`config.mk`:
```
export PLATFORM = sky130hd
export DESIGN_NAME = load_use_scoreboard_flat
export DESIGN_NICKNAME = d
export VERILOG_FILES = /design/src/rtl/load_use_scoreboard_if.sv /design/src/rtl/load_use_scoreboard.sv /design/src/flat_wrapper.sv
export SDC_FILE = /design/constraint.sdc
export NUM_CORES = 1
export LEC_CHECK = 0
export ABC_AREA = 0
export BUFFER_PORTS_ARGS = -buffer_cell sky130_fd_sc_hd__buf_2
export CORE_AREA = 2 2 39 41
export DETAILED_ROUTE_END_ITERATION = 16
export DIE_AREA = 0 0 41 43
export PLACE_DENSITY = 0.57
export SLEW_MARGIN = 20
export SYNTH_ARGS = -nofsm -noshare
export SYNTH_HDL_FRONTEND = slang
export SYNTH_SLANG_ARGS = --single-unit
```
`constraint.sdc`:
```
create_clock -name vclk -period 1.3
set_input_delay 0.13 -clock vclk [all_inputs]
set_output_delay 0.13 -clock vclk [all_outputs]
set_load 0.01 [all_outputs]
```
`src/rtl/load_use_scoreboard_if.sv`:
```
// Load-use scoreboard bus: EX/ID hazard inputs and stall/hazard results.
// Optional stall_cycles member is present only with HAZARD_STALL_COUNTER_EN defined.
// Pure wiring, no latency, no backpressure.
interface load_use_scoreboard_if #(
    parameter int REG_ADDR_WIDTH = 5
);
    logic                      EX_valid;
    logic                      EX_mem_to_reg;
    logic [REG_ADDR_WIDTH-1:0] EX_destination_register;
    logic [REG_ADDR_WIDTH-1:0] ID_read_register_0;
    logic [REG_ADDR_WIDTH-1:0] ID_read_register_1;
    logic                      ID_uses_register_0;
    logic                      ID_uses_register_1;
    logic                      flush;
    logic                      stall;
    logic                      hazard_register_0;
    logic                      hazard_register_1;
`ifdef HAZARD_STALL_COUNTER_EN
    logic [31:0]               stall_cycles;

    modport master (
        output EX_valid, EX_mem_to_reg, EX_destination_register,
               ID_read_register_0, ID_read_register_1,
               ID_uses_register_0, ID_uses_register_1, flush,
        input  stall, hazard_register_0, hazard_register_1, stall_cycles
    );
    modport slave (
        input  EX_valid, EX_mem_to_reg, EX_destination_register,
               ID_read_register_0, ID_read_register_1,
               ID_uses_register_0, ID_uses_register_1, flush,
        output stall, hazard_register_0, hazard_register_1, stall_cycles
    );
`else
    modport master (
        output EX_valid, EX_mem_to_reg, EX_destination_register,
               ID_read_register_0, ID_read_register_1,
               ID_uses_register_0, ID_uses_register_1, flush,
        input  stall, hazard_register_0, hazard_register_1
    );
    modport slave (
        input  EX_valid, EX_mem_to_reg, EX_destination_register,
               ID_read_register_0, ID_read_register_1,
               ID_uses_register_0, ID_uses_register_1, flush,
        output stall, hazard_register_0, hazard_register_1
    );
`endif
endinterface

```
`src/rtl/load_use_scoreboard.sv`:
```
// Load-use hazard scoreboard: stalls ID while a source waits on an in-flight load.
// Latency: outputs combinational (zero cycle); LOAD_LATENCY-1 tracking slots.
// No backpressure; stall is the backpressure it produces. HAZARD_STALL_COUNTER_EN adds stall_cycles.
module load_use_scoreboard #(
    parameter int REG_ADDR_WIDTH = 5,
    parameter int LOAD_LATENCY   = 1
) (
    input  logic                 clk,
    input  logic                 rst,
    load_use_scoreboard_if.slave bus
);
    localparam int NSLOT = LOAD_LATENCY - 1;

    logic [REG_ADDR_WIDTH-1:0] ex_rd;
    logic [REG_ADDR_WIDTH-1:0] rs0;
    logic [REG_ADDR_WIDTH-1:0] rs1;
    logic                      ex_load;
    logic                      slot_hit_0;
    logic                      slot_hit_1;
    logic                      match_0;
    logic                      match_1;
    logic                      hazard_0;
    logic                      hazard_1;

    assign ex_rd   = bus.EX_destination_register;
    assign rs0     = bus.ID_read_register_0;
    assign rs1     = bus.ID_read_register_1;
    // Loads to x0 never produce a value anyone waits on, so they are not tracked.
    assign ex_load = bus.EX_valid && bus.EX_mem_to_reg && (ex_rd != '0);

    if (NSLOT > 0) begin : g_slots
        logic [NSLOT-1:0]          slot_vld;
        logic [REG_ADDR_WIDTH-1:0] slot_rd [NSLOT];

        // Slots age every cycle even while stalled; flush does not touch loads past EX.
        always_ff @(posedge clk) begin
            if (rst) begin
                slot_vld <= '0;
            end else begin
                slot_vld[0] <= ex_load;
                for (int k = 1; k < NSLOT; k++) begin
                    slot_vld[k] <= slot_vld[k-1];
                end
            end
            slot_rd[0] <= ex_rd;
            for (int k = 1; k < NSLOT; k++) begin
                slot_rd[k] <= slot_rd[k-1];
            end
        end

        always_comb begin
            slot_hit_0 = 1'b0;
            slot_hit_1 = 1'b0;
            for (int k = 0; k < NSLOT; k++) begin
                if (slot_vld[k] && (slot_rd[k] == rs0)) slot_hit_0 = 1'b1;
                if (slot_vld[k] && (slot_rd[k] == rs1)) slot_hit_1 = 1'b1;
            end
        end
    end else begin : g_no_slots
        assign slot_hit_0 = 1'b0;
        assign slot_hit_1 = 1'b0;
    end

    assign match_0  = bus.ID_uses_register_0 && (rs0 != '0) &&
                      ((ex_load && (ex_rd == rs0)) || slot_hit_0);
    assign match_1  = bus.ID_uses_register_1 && (rs1 != '0) &&
                      ((ex_load && (ex_rd == rs1)) || slot_hit_1);
    assign hazard_0 = match_0 && !bus.flush;
    assign hazard_1 = match_1 && !bus.flush;

    assign bus.hazard_register_0 = hazard_0;
    assign bus.hazard_register_1 = hazard_1;
    assign bus.stall             = hazard_0 | hazard_1;

`ifdef HAZARD_STALL_COUNTER_EN
    logic [31:0] stall_cnt;

    always_ff @(posedge clk) begin
        if (rst) begin
            stall_cnt <= '0;
        end else if (hazard_0 | hazard_1) begin
            stall_cnt <= stall_cnt + 32'd1;
        end
    end

    assign bus.stall_cycles = stall_cnt;
`endif
endmodule

```
`src/flat_wrapper.sv`:
```
// flat-port wrapper written by rule: the top's interface ports become plain ports
module load_use_scoreboard_flat 
#(
    parameter int REG_ADDR_WIDTH = 5,
    parameter int LOAD_LATENCY   = 1
)
  (clk, rst, bus_EX_valid, bus_EX_mem_to_reg, bus_EX_destination_register, bus_ID_read_register_0, bus_ID_read_register_1, bus_ID_uses_register_0, bus_ID_uses_register_1, bus_flush, bus_stall, bus_hazard_register_0, bus_hazard_register_1);
  load_use_scoreboard_if #(.REG_ADDR_WIDTH(REG_ADDR_WIDTH)) bus_i ();
  input  logic clk;
  input  logic rst;
  input wire logic [$bits(bus_i.EX_valid)-1:0] bus_EX_valid;
  input wire logic [$bits(bus_i.EX_mem_to_reg)-1:0] bus_EX_mem_to_reg;
  input wire logic [$bits(bus_i.EX_destination_register)-1:0] bus_EX_destination_register;
  input wire logic [$bits(bus_i.ID_read_register_0)-1:0] bus_ID_read_register_0;
  input wire logic [$bits(bus_i.ID_read_register_1)-1:0] bus_ID_read_register_1;
  input wire logic [$bits(bus_i.ID_uses_register_0)-1:0] bus_ID_uses_register_0;
  input wire logic [$bits(bus_i.ID_uses_register_1)-1:0] bus_ID_uses_register_1;
  input wire logic [$bits(bus_i.flush)-1:0] bus_flush;
  output wire logic [$bits(bus_i.stall)-1:0] bus_stall;
  output wire logic [$bits(bus_i.hazard_register_0)-1:0] bus_hazard_register_0;
  output wire logic [$bits(bus_i.hazard_register_1)-1:0] bus_hazard_register_1;
  assign bus_i.EX_valid = bus_EX_valid;
  assign bus_i.EX_mem_to_reg = bus_EX_mem_to_reg;
  assign bus_i.EX_destination_register = bus_EX_destination_register;
  assign bus_i.ID_read_register_0 = bus_ID_read_register_0;
  assign bus_i.ID_read_register_1 = bus_ID_read_register_1;
  assign bus_i.ID_uses_register_0 = bus_ID_uses_register_0;
  assign bus_i.ID_uses_register_1 = bus_ID_uses_register_1;
  assign bus_i.flush = bus_flush;
  assign bus_stall = bus_i.stall;
  assign bus_hazard_register_0 = bus_i.hazard_register_0;
  assign bus_hazard_register_1 = bus_i.hazard_register_1;
  load_use_scoreboard #(.REG_ADDR_WIDTH(REG_ADDR_WIDTH), .LOAD_LATENCY(LOAD_LATENCY)) u_core (.clk(clk), .rst(rst), .bus(bus_i));
endmodule
```
==> reports/results.txt <==
Cell variety after synth: 9
clkbuf count: 0
CP required: 1.17 ns
number of global-route vias before repair: 307
Starting Density: 0.139
total die area: 1760 um^2
synthesized area per cell: 7.41 um^2
largest family of logic cells by synthesized area: simple AND/OR/NAND/NOR gates
failing checks: negative setup slack
total power: 0.123 mW
Synth Area in Adders: 0
final setup fails: 3
Max Slew Vio Count: 0
Post-Synth XOR/XNOR Area: 0.364
die height: 43 um
# hold bufs at CTS: 0
core area: 1380 um^2
Leakage Power: 0.231 nW
Pwr per Cell Area: 256 nW/um^2
1st-pass router iterations: 1
Cells after Synth: 26
Synth Area in Compound Gates: 0.130
run status: finished, violations left
std cell rows: 14
syn_nets: 48
Iter 0 DRT Violations: 0
Netlist Area Pre-Place: 193 um^2
area occupied by multi-input gates: 196 um^2
global-route met2 utilization: 0.166
routed vias: 319
IO Port Bufs: 23
Worst setup EP type: output port
Final period util: 1.18
M1 GR Usage: 0.108
initial antenna violation count: 0
Seq/Total Area, Yosys: 0
final net count: 88
antenna cells: 0
FMAX: 0.653 GHz
Min-Delay Path Class: input pin to output port
maximum fanout along the worst path: 2
fillers: 141
Slew HR: 0.841
Overflow after GRT: 0
Arr. time, crit path: 1.40 ns
Avg WL per Cell: 8.54 um
setup_tns: -0.493 ns
Seq Cell Count: 0
Most Used Layer, Global Route: met2
post-route design area: 480 um^2
fin crit period: 1.53 ns
Max IR drop VDD: 97.2 uV
simple-gate portion of the synthesized area: 0.448
Total GRT Usage: 0.0869
die width: 41 um
final setup margin: -0.231 ns
final hold vios: 0
Residual DRC: 0
total routed wirelength: 683 um
yosys warns: 0
Ports: 25
Storage cell area: 0 um^2
unrepaired setup endpoints after global routing: yes
CP Launch Type: input pin
area grow syn2layout: 149%
share of cells above drive strength 1: 0.656
antenna-violating nets left: 0
Placement Setup Slack: -0.274 ns
max_cap viols: 0
multiplexer share of the synthesized area: 0
largest net degree at the start of global routing: 4
routability cong.: 0.780
Post-DP Area: 433 um^2
grt met3 use: 0
Setup Crit Path Kind: input pin to output port
Via density: 3.99
post-layout util: 0.347
actual slew at the worst max-slew pin: 0.236 ns
first-pass GRT wire length: 1140 um
==> what timing repair did <==
item	in CTS	in global routing
gates resized for setup	6	0
setup buffers	1	0
endpoints found under the setup margin	3	3
pin swaps	5	1
==> critical path, cell delays in order <==
cell and delay (ns):
buf_6 0.09, or4_4 0.54, o2111ai_4 0.23, nor4_2 0.06, or2_1 0.21, buf_2 0.13
==> power breakdown <==
group          switching [mW]  total [mW]  internal [mW]
logic                  0.0461       0.123         0.0768
registers                   0           0              0
clock network               0           0              0
total                  0.0461       0.123         0.0768
==> logic make-up (layout without fill, tap and decap cells) <==
logic type / count (synthesis) / in the layout
buf+inv: 3 / 41
simple gates: 12 / 12
compound gates: 3 / 3
xor+xnor: 8 / 8
==> layout by cell type (no fill, tap or decap), types with 2 or more instances in the layout <==
cell type	Yosys	routed
buf_2	0	19
buf_4	0	15
xnor2_1	8	8
nand3_1	4	4
buf_6	0	4
inv_1	3	3
or4_1	3	2
a21oi_1	2	2
nand2b_1	2	2
nor4_2	2	2
==> layout make-up <==
type / count / share of cell area
multi-input combinational: 23 / 0.409
tap: 16 / 0.0417
timing repair buffer: 38 / 0.526
inverter: 3 / 0.0234
==> metrics by stage <==
| stage | instances | hold slack (ns) |
|---|---|---|
| 6_report | 80 | 0.701 |
| 2_1_floorplan | 26 | 0.372 |
| 3_5_place_dp | 79 | 0.709 |
| 5_1_grt | 80 | 0.737 |
| 3_3_place_gp | 79 | 0.713 |
| 4_1_cts | 80 | 0.709 |
==> final timing paths <==
| check | end | start | cells past startpoint | slack, ns |
|---|---|---|---|---|
| setup / recovery | bus_stall | bus_EX_destination_register[4] | 6 | -0.23 |
| hold / removal | bus_hazard_register_0 | bus_ID_uses_register_0 | 5 | 0.70 |
==> synth_stat cells (all sizes together) <==
cell type | number | area share
xnor2 | 8 | 0.36
nand3 | 4 | 0.10
inv | 3 | 0.058
or4 | 3 | 0.12
a21oi | 2 | 0.052
nand2b | 2 | 0.065
nor4 | 2 | 0.13
o2111ai | 1 | 0.078
or2 | 1 | 0.032
==> per-layer routing <==
metal  part of all wire  vias to the layer above  wire length, um
met5                  0                        -                0
met4                  0                        0                0
met3              0.089                        0               61
met2               0.52                       15              355
met1               0.39                      133              266
li1                   -                      171                -
Note: power is estimated with default switching activity, not from simulation.
